<file path="config.mk">
export PLATFORM = sky130hd
export DESIGN_NAME = sum_game_ctrl
export DESIGN_NICKNAME = d
export VERILOG_FILES = /design/src/rtl/sum_game_ctrl.sv
export SDC_FILE = /design/constraint.sdc
export NUM_CORES = 1
export LEC_CHECK = 0
export ABC_AREA = 0
export CAP_MARGIN = 10
export CELL_PAD_IN_SITES_DETAIL_PLACEMENT = 1
export CELL_PAD_IN_SITES_GLOBAL_PLACEMENT = 1
export CORE_MARGIN = 2
export CORE_UTILIZATION = 35
export CTS_BUF_LIST = sky130_fd_sc_hd__clkbuf_4 sky130_fd_sc_hd__clkbuf_8 sky130_fd_sc_hd__clkbuf_16
export DETAILED_ROUTE_END_ITERATION = 8
export GPL_TIMING_DRIVEN = 0
export PLACE_DENSITY_LB_ADDON = 0.1
export SLEW_MARGIN = 10
export SYNTH_ARGS = -nofsm -noshare
export SYNTH_HDL_FRONTEND = slang
export SYNTH_SLANG_ARGS = --single-unit
</file>
<file path="constraint.sdc">
create_clock -name clk -period 1.8 [get_ports clk]
set_input_delay 0.36 -clock clk [delete_from_list [all_inputs] [get_ports clk]]
set_output_delay 0.36 -clock clk [all_outputs]
set_load 0.01 [all_outputs]
</file>
<file path="src/rtl/sum_game_ctrl.sv">
// Sequencing controller for the Scrambled-Number SUM game: steers number loads,
// accumulates their sum, then scores player guesses against it.
module sum_game_ctrl #(
  parameter int N_NUMS    = 4,
  parameter int W         = 4,
  parameter int SUM_W     = 6,
  parameter int MAX_TRIES = 3
) (
  input  logic              clk,
  input  logic              rst,
  input  logic              start,
  input  logic [W-1:0]      num_in,
  input  logic              num_valid,
  input  logic [SUM_W-1:0]  guess_in,
  input  logic              guess_valid,
  output logic [N_NUMS-1:0] ld_sel,
  output logic [SUM_W-1:0]  sum_out,
  output logic [2:0]        tries_left,
  output logic              busy,
  output logic              win,
  output logic              lose
);

  localparam int IDX_W = $clog2(N_NUMS);
  localparam logic [IDX_W-1:0] LAST_IDX = IDX_W'(N_NUMS - 1);

  typedef enum logic [2:0] {
    S_IDLE,
    S_LOAD,
    S_GUESS,
    S_WIN,
    S_LOSE
  } state_t;

  state_t             state_q, state_d;
  logic [IDX_W-1:0]   idx_q, idx_d;
  logic [SUM_W-1:0]   sum_q, sum_d;
  logic [2:0]         tries_q, tries_d;
  logic               busy_q, busy_d;
  logic               win_q, win_d;
  logic               lose_q, lose_d;

  always_comb begin
    state_d = state_q;
    idx_d   = idx_q;
    sum_d   = sum_q;
    tries_d = tries_q;
    case (state_q)
      S_IDLE, S_WIN, S_LOSE: begin
        if (start) begin
          state_d = S_LOAD;
          idx_d   = '0;
          sum_d   = '0;
          tries_d = 3'(MAX_TRIES);
        end
      end
      S_LOAD: begin
        if (num_valid) begin
          sum_d = sum_q + SUM_W'(num_in);
          if (idx_q == LAST_IDX) begin
            idx_d   = '0;
            state_d = S_GUESS;
          end else begin
            idx_d = idx_q + 1'b1;
          end
        end
      end
      S_GUESS: begin
        if (guess_valid) begin
          if (guess_in == sum_q) begin
            state_d = S_WIN;
          end else if (tries_q > 3'd1) begin
            tries_d = tries_q - 3'd1;
          end else begin
            tries_d = '0;
            state_d = S_LOSE;
          end
        end
      end
      default: state_d = S_IDLE;
    endcase
    // Status flags are decoded from the next state so they flop alongside it.
    busy_d = (state_d == S_LOAD) || (state_d == S_GUESS);
    win_d  = (state_d == S_WIN);
    lose_d = (state_d == S_LOSE);
  end

  always_ff @(posedge clk) begin
    if (!rst) begin
      state_q <= S_IDLE;
      idx_q   <= '0;
      sum_q   <= '0;
      tries_q <= '0;
      busy_q  <= 1'b0;
      win_q   <= 1'b0;
      lose_q  <= 1'b0;
    end else begin
      state_q <= state_d;
      idx_q   <= idx_d;
      sum_q   <= sum_d;
      tries_q <= tries_d;
      busy_q  <= busy_d;
      win_q   <= win_d;
      lose_q  <= lose_d;
    end
  end

  // Load enable is combinational so the selected register captures num_in on this edge.
  always_comb begin
    ld_sel = '0;
    if (state_q == S_LOAD && num_valid) ld_sel[idx_q] = 1'b1;
  end

  assign sum_out    = sum_q;
  assign tries_left = tries_q;
  assign busy       = busy_q;
  assign win        = win_q;
  assign lose       = lose_q;

endmodule
</file>
# Yosys cells after proc, flatten, opt, wreduce, memory -nomap -nowiden
# Index checks and enable logic that the tools add are counted.
dict set report op_classes {
  eq_ne 14
  n_reduce_logical 9
  magnitude_cmp 3
  n_addsub 3
  mux 22
}
# op n
set op_table {}
lappend op_table {{3-bit two-way mux} 10}
lappend op_table {{3-bit by 2-bit == test with 1-bit output, second input constant} 4}
lappend op_table {{6-bit two-way mux} 2}
lappend op_table {{6-bit one-hot mux with 2 select lines} 1}
lappend op_table {{3-bit one-hot mux with 3 select lines} 1}
lappend op_table {{2-bit != test, second input constant} 4}
lappend op_table {{6-bit by 4-bit adder with 6-bit output} 1}
lappend op_table {{3-bit by 1-bit == test with 1-bit output, second input constant} 2}
lappend op_table {{3-bit == test, second input constant} 2}
lappend op_table {{6-bit == test} 1}
lappend op_table {{2-bit two-way mux} 3}
lappend op_table {{3-bit one-hot mux with 2 select lines} 1}
lappend op_table {{4-bit two-way mux} 1}
lappend op_table {{2-bit one-hot mux with 2 select lines} 1}
lappend op_table {{4-bit AND reduction} 1}
lappend op_table {{2-bit nonzero test} 2}
lappend op_table {{3-bit by 1-bit greater-than comparator with 1-bit output, second input constant} 1}
lappend op_table {{3-bit zero test} 1}
lappend op_table {{2-bit by 3-bit less-than comparator with 1-bit output, second input constant} 1}
lappend op_table {{3-bit AND reduction} 1}
lappend op_table {{3-bit OR reduction} 1}
lappend op_table {{3-bit by 1-bit subtractor with 3-bit output, second input constant} 1}
lappend op_table {{2-bit by 1-bit adder with 2-bit output, second input constant} 1}
lappend op_table {{1-bit demux with 2-bit select} 1}
lappend op_table {{5 further kinds} 6}
dict set report totals {
  register_bits 17
  output_inout_bits 16
}

# Logic depth before layout (Yosys ltp)
dict set report depth {
  ltp_word 7
  ltp_mapped 7
  ltp_nobuf 7
}

# Worst setup path after synthesis
# Ideal clock, no wire load.
dict set report synth_timing {
  path_type {register -> register}
  startpoint {reg state_q[0]}
  endpoint {reg sum_q[5] (netlist: sum_out[5])}
  stages_incl_launch_ff 7
  setup_slack_ns 0.156
  arrival_time_ns 1.574
  setup_ns 0.070
  period_less_slack_ns 1.644
  path_cell_list {dfxtp_1 > buf_2 > nor2_1 > a2bb2oi_2 > or4_1 > mux2_2 > a21boi_1}
}
dict set report synth_via {
  elab_chain_cells 4
  elab_cells_between_ends 10
  classes_between {eq/ne: 5; mux: 1; reduce/logical: 4}
}
# element line
set synth_rtl {}
lappend synth_rtl {{start: declaration} 35} ;# state_t state_q, state_d;
lappend synth_rtl {{start signal: assignment} 98} ;# state_q <= state_d;
lappend synth_rtl {{3-bit by 2-bit == test with 1-bit output (tied with other cells)} 48} ;# case (state_q)
lappend synth_rtl {{3-bit OR reduction} 48}
lappend synth_rtl {{2-bit != test (no line) or 2-bit nonzero test (tied branches)} -}
lappend synth_rtl {{3-bit AND reduction (no line)} -}
lappend synth_rtl {{end signal: assignment} 100} ;# sum_q <= sum_d;
lappend synth_rtl {{end: declaration} 37} ;# logic [SUM_W-1:0] sum_q, sum_d;
# Parallel ways exist; a longest one is shown, timed or not.
# A chain may end at the register's enable or synchronous reset.

# Final worst setup path
dict set report layout_timing {
  startpoint {reg state_q[0]}
  endpoint {out ld_sel[3]}
}
dict set report layout_via {
  elab_chain_cells 3
}
# element line
set layout_rtl {}
lappend layout_rtl {{3-bit by 1-bit == test with 1-bit output} 111} ;# if (state_q == S_LOAD && num_valid) ld_sel[idx_q] = 1'b1;
lappend layout_rtl {{1-bit logical AND} 111}
lappend layout_rtl {{4-bit two-way mux} 111}
lappend layout_rtl {{end: declaration} 16} ;# output logic [N_NUMS-1:0] ld_sel,
# Every way passes these cells.

==> out/qor.txt <==
antenna diode count: 0
first-pass GRT wire length: 4.83 mm
Sw Share: 30.8%
CTS Buffer Depth: 2
post-route setup slack: -0.0316 ns
clk_skew: 0.0154 ns
CP Max Fanout: 8
Pleak: 0.643 nW
share of total power in the clock network: 27.2%
Synth Net Count: 150
Setup Viol. Count Final: 3
syn_area_per_cell: 9.04 um2
final layout net count: 190
Post-synth EDFFs: 0
Max Cap Viol: 0
Layout area overhead: 39.6%
routed vias: 1086
VDD IR-drop max: 336 uV
status: complete, but fails checks
GRT Residual Overflow: 0
initial core utilization: 36.7%
Syn Inst Count: 124
HP Class: input pin to flip-flop
drt initial violations: 18
die height: 60.6 um
post-route insts no fill: 207
power per standard cell area: 543 mW/mm2
Fin. Hold Viols: 0
CTS Buf Count: 3
Synth async-reset ratio: 0%
DR WL/cell: 15.0 um
dominant cell type by area after synthesis: dfxtp_1
most frequent cells in the layout: 22 x clkdlybuf4s50_1, 14 x dfxtp_1, 9 x ha_1
Worst-Skew Late Latency: 0.32 ns
# rows: 20
total negative setup slack: -0.0721 ns
DRT Wirelength: 3.11 mm
initial antenna violation count: 0
vias in the first global route: 1067
clk slew on worst S/H paths: 0.12 ns
Layout Utilization: 51.3%
layout cell share with drive strength beyond 1: 17.8%
crit path DAT: 1.47 ns
required time worst endpoint: 1.44 ns
Clock Sinks: 17
Die Wd: 60.6 um
placed instance count: 197
critical path launch point type: flip-flop
Max Freq: 546 MHz
post-DP HPWL: 2.19 mm
Post-route DRC: 0
Logic pwr share: 25.4%
largest net degree at the start of global routing: 11
post-synthesis sequential area ratio: 30.4%
final period utilization: 102%
Int Power: 0.588 mW
RSZ-0062 raised after global routing: true
Tot Pwr: 0.850 mW
H-tree lvl count: 1
Final Wtd Congestion: 0.770
placed cell areas: 0.00147 mm2
drt first pass iters: 5
Psw: 0.262 mW
Die ar.: 0.00367 mm2
Synth Register Bits: 17
failing checks: setup timing
Max Slew Vio Count: 0
Main synth FF type: dfxtp_1
# fillers: 391
most common cell after layout, fill and taps aside: clkdlybuf4s50_1
Synth Warn #: 0
critical path capture point type: primary output
cell area after synthesis: 0.00112 mm2
drt via density: 5.25
largest cells by area after synthesis: dfxtp_1 30%, ha_1 11%, xnor2_1 4.7%
post-route ant nets: 0
Crit Path Category: flip-flop to primary output
Tmin final: 1.83 ns
Core ar.: 0.00305 mm2
CTS tree: done
max_slew headroom: 70.6%
I/O pins: 31
sequential share of power: 47.3%
Final Cell Area: 0.00157 mm2
Root Buffer: clkbuf_4
top cell type's share of synthesized area: 30.4%
Worst-Margin Slew: 0.440 ns
GR Util All Layers: 17.9%
Yosys cell types: 39
Port-buffer cells: 29
==> kinds of logic after synthesis <==
group                    synth area share, %
buffers and inverters                   3.12
flip-flops                              30.4
AO/OA/AOI/OAI                           21.2
adder cells (fa/ha/maj)                 12.9
AND/OR/NAND/NOR                         22.5
XOR/XNOR                                7.03
multiplexers                            2.79
==> Yosys cell counts, types with 2 or more instances <==
library cell	instances
ha_1	10
clkbuf_1	3
and3_1	5
or4_1	2
nand3_1	3
dfxtp_1	17
a21boi_1	5
nand4_1	2
nand2_1	7
o211a_1	2
inv_1	5
xor2_1	3
and2_1	2
mux2i_1	2
nand2b_1	3
nor2_1	8
xnor2_1	6
nor2b_1	7
a21o_1	3
o211ai_1	2
a21oi_1	5
a22oi_1	5
==> final timing paths <==
kind / startpoint / endpoint / slack (ns) / cells after the start
hold reg to reg: sum_out[3]$_SDFFE_PN0P_ / sum_out[3]$_SDFFE_PN0P_ / 0.51 / 2
hold / removal: rst / state_q[0]$_SDFF_PN0_ / 0.42 / 2
setup reg to reg: state_q[2]$_SDFF_PN0_ / sum_out[5]$_SDFFE_PN0P_ / 0.03 / 5
setup / recovery: state_q[0]$_SDFF_PN0_ / ld_sel[3] / -0.03 / 5
==> what timing repair did <==
| action | CTS | global route |
|---|---|---|
| setup endpoints to repair | 6 | 12 |
| hold buffers | 0 | 0 |
| buffers inserted | 4 | 3 |
| pin swaps | 0 | 7 |
| resized for setup | 26 | 6 |
==> layout make-up <==
class | count | area, um2 | share of cell area (%)
inverter | 5 | 18.8 | 1.20
clock buffer | 3 | 22.5 | 1.44
sequential | 17 | 344 | 22.0
multi-input combinational | 98 | 772 | 49.3
clock inverter | 1 | 5.00 | 0.320
timing repair buffer | 36 | 329 | 21.0
tap | 44 | 55.1 | 3.52
buffer | 3 | 18.8 | 1.20
==> worst max-delay path, stage by stage, from the launching register on <==
cell and delay (ns):
dfxtp_2 0.34, buf_6 0.12, nor3b_4 0.24, buf_4 0.16
and3_4 0.19, buf_6 0.10
==> sequential cells by signal, summed over array words and instances, names as in the netlist <==
register,flops
win,1
idx_q,2
lose,1
state_q,3
busy,1
tries_left,3
sum_out,6
==> routing by layer <==
layer  vias up  track usage [%]  wire length [um]
li1        524                -                 -
met1       529             24.4              1460
met2        26             28.3              1490
met3         7             2.56                93
met4         0             7.45                63
met5         -                0                 0
==> per-stage QoR <==
| stage | hold WS, ns | setup WS, ns |
|---|---|---|
| after floorplan | 0.517 | 0.156 |
| after global placement | 0.496 | -0.400 |
| after detailed placement | 0.509 | -0.451 |
| after CTS | 0.430 | -0.0288 |
| after global routing | 0.431 | -0.118 |
| final | 0.417 | -0.0316 |
==> power groups by stage <==
stage / clock network (mW) / registers, mW / logic [mW]
after global placement: 0 / 0.409 / 0.189
after detailed placement: 0 / 0.410 / 0.195
after CTS: 0.237 / 0.402 / 0.209
after floorplan: 0 / 0.412 / 0.106
final: 0.231 / 0.402 / 0.216
after global routing: 0.255 / 0.405 / 0.237
(Power assumes the default switching activity.)
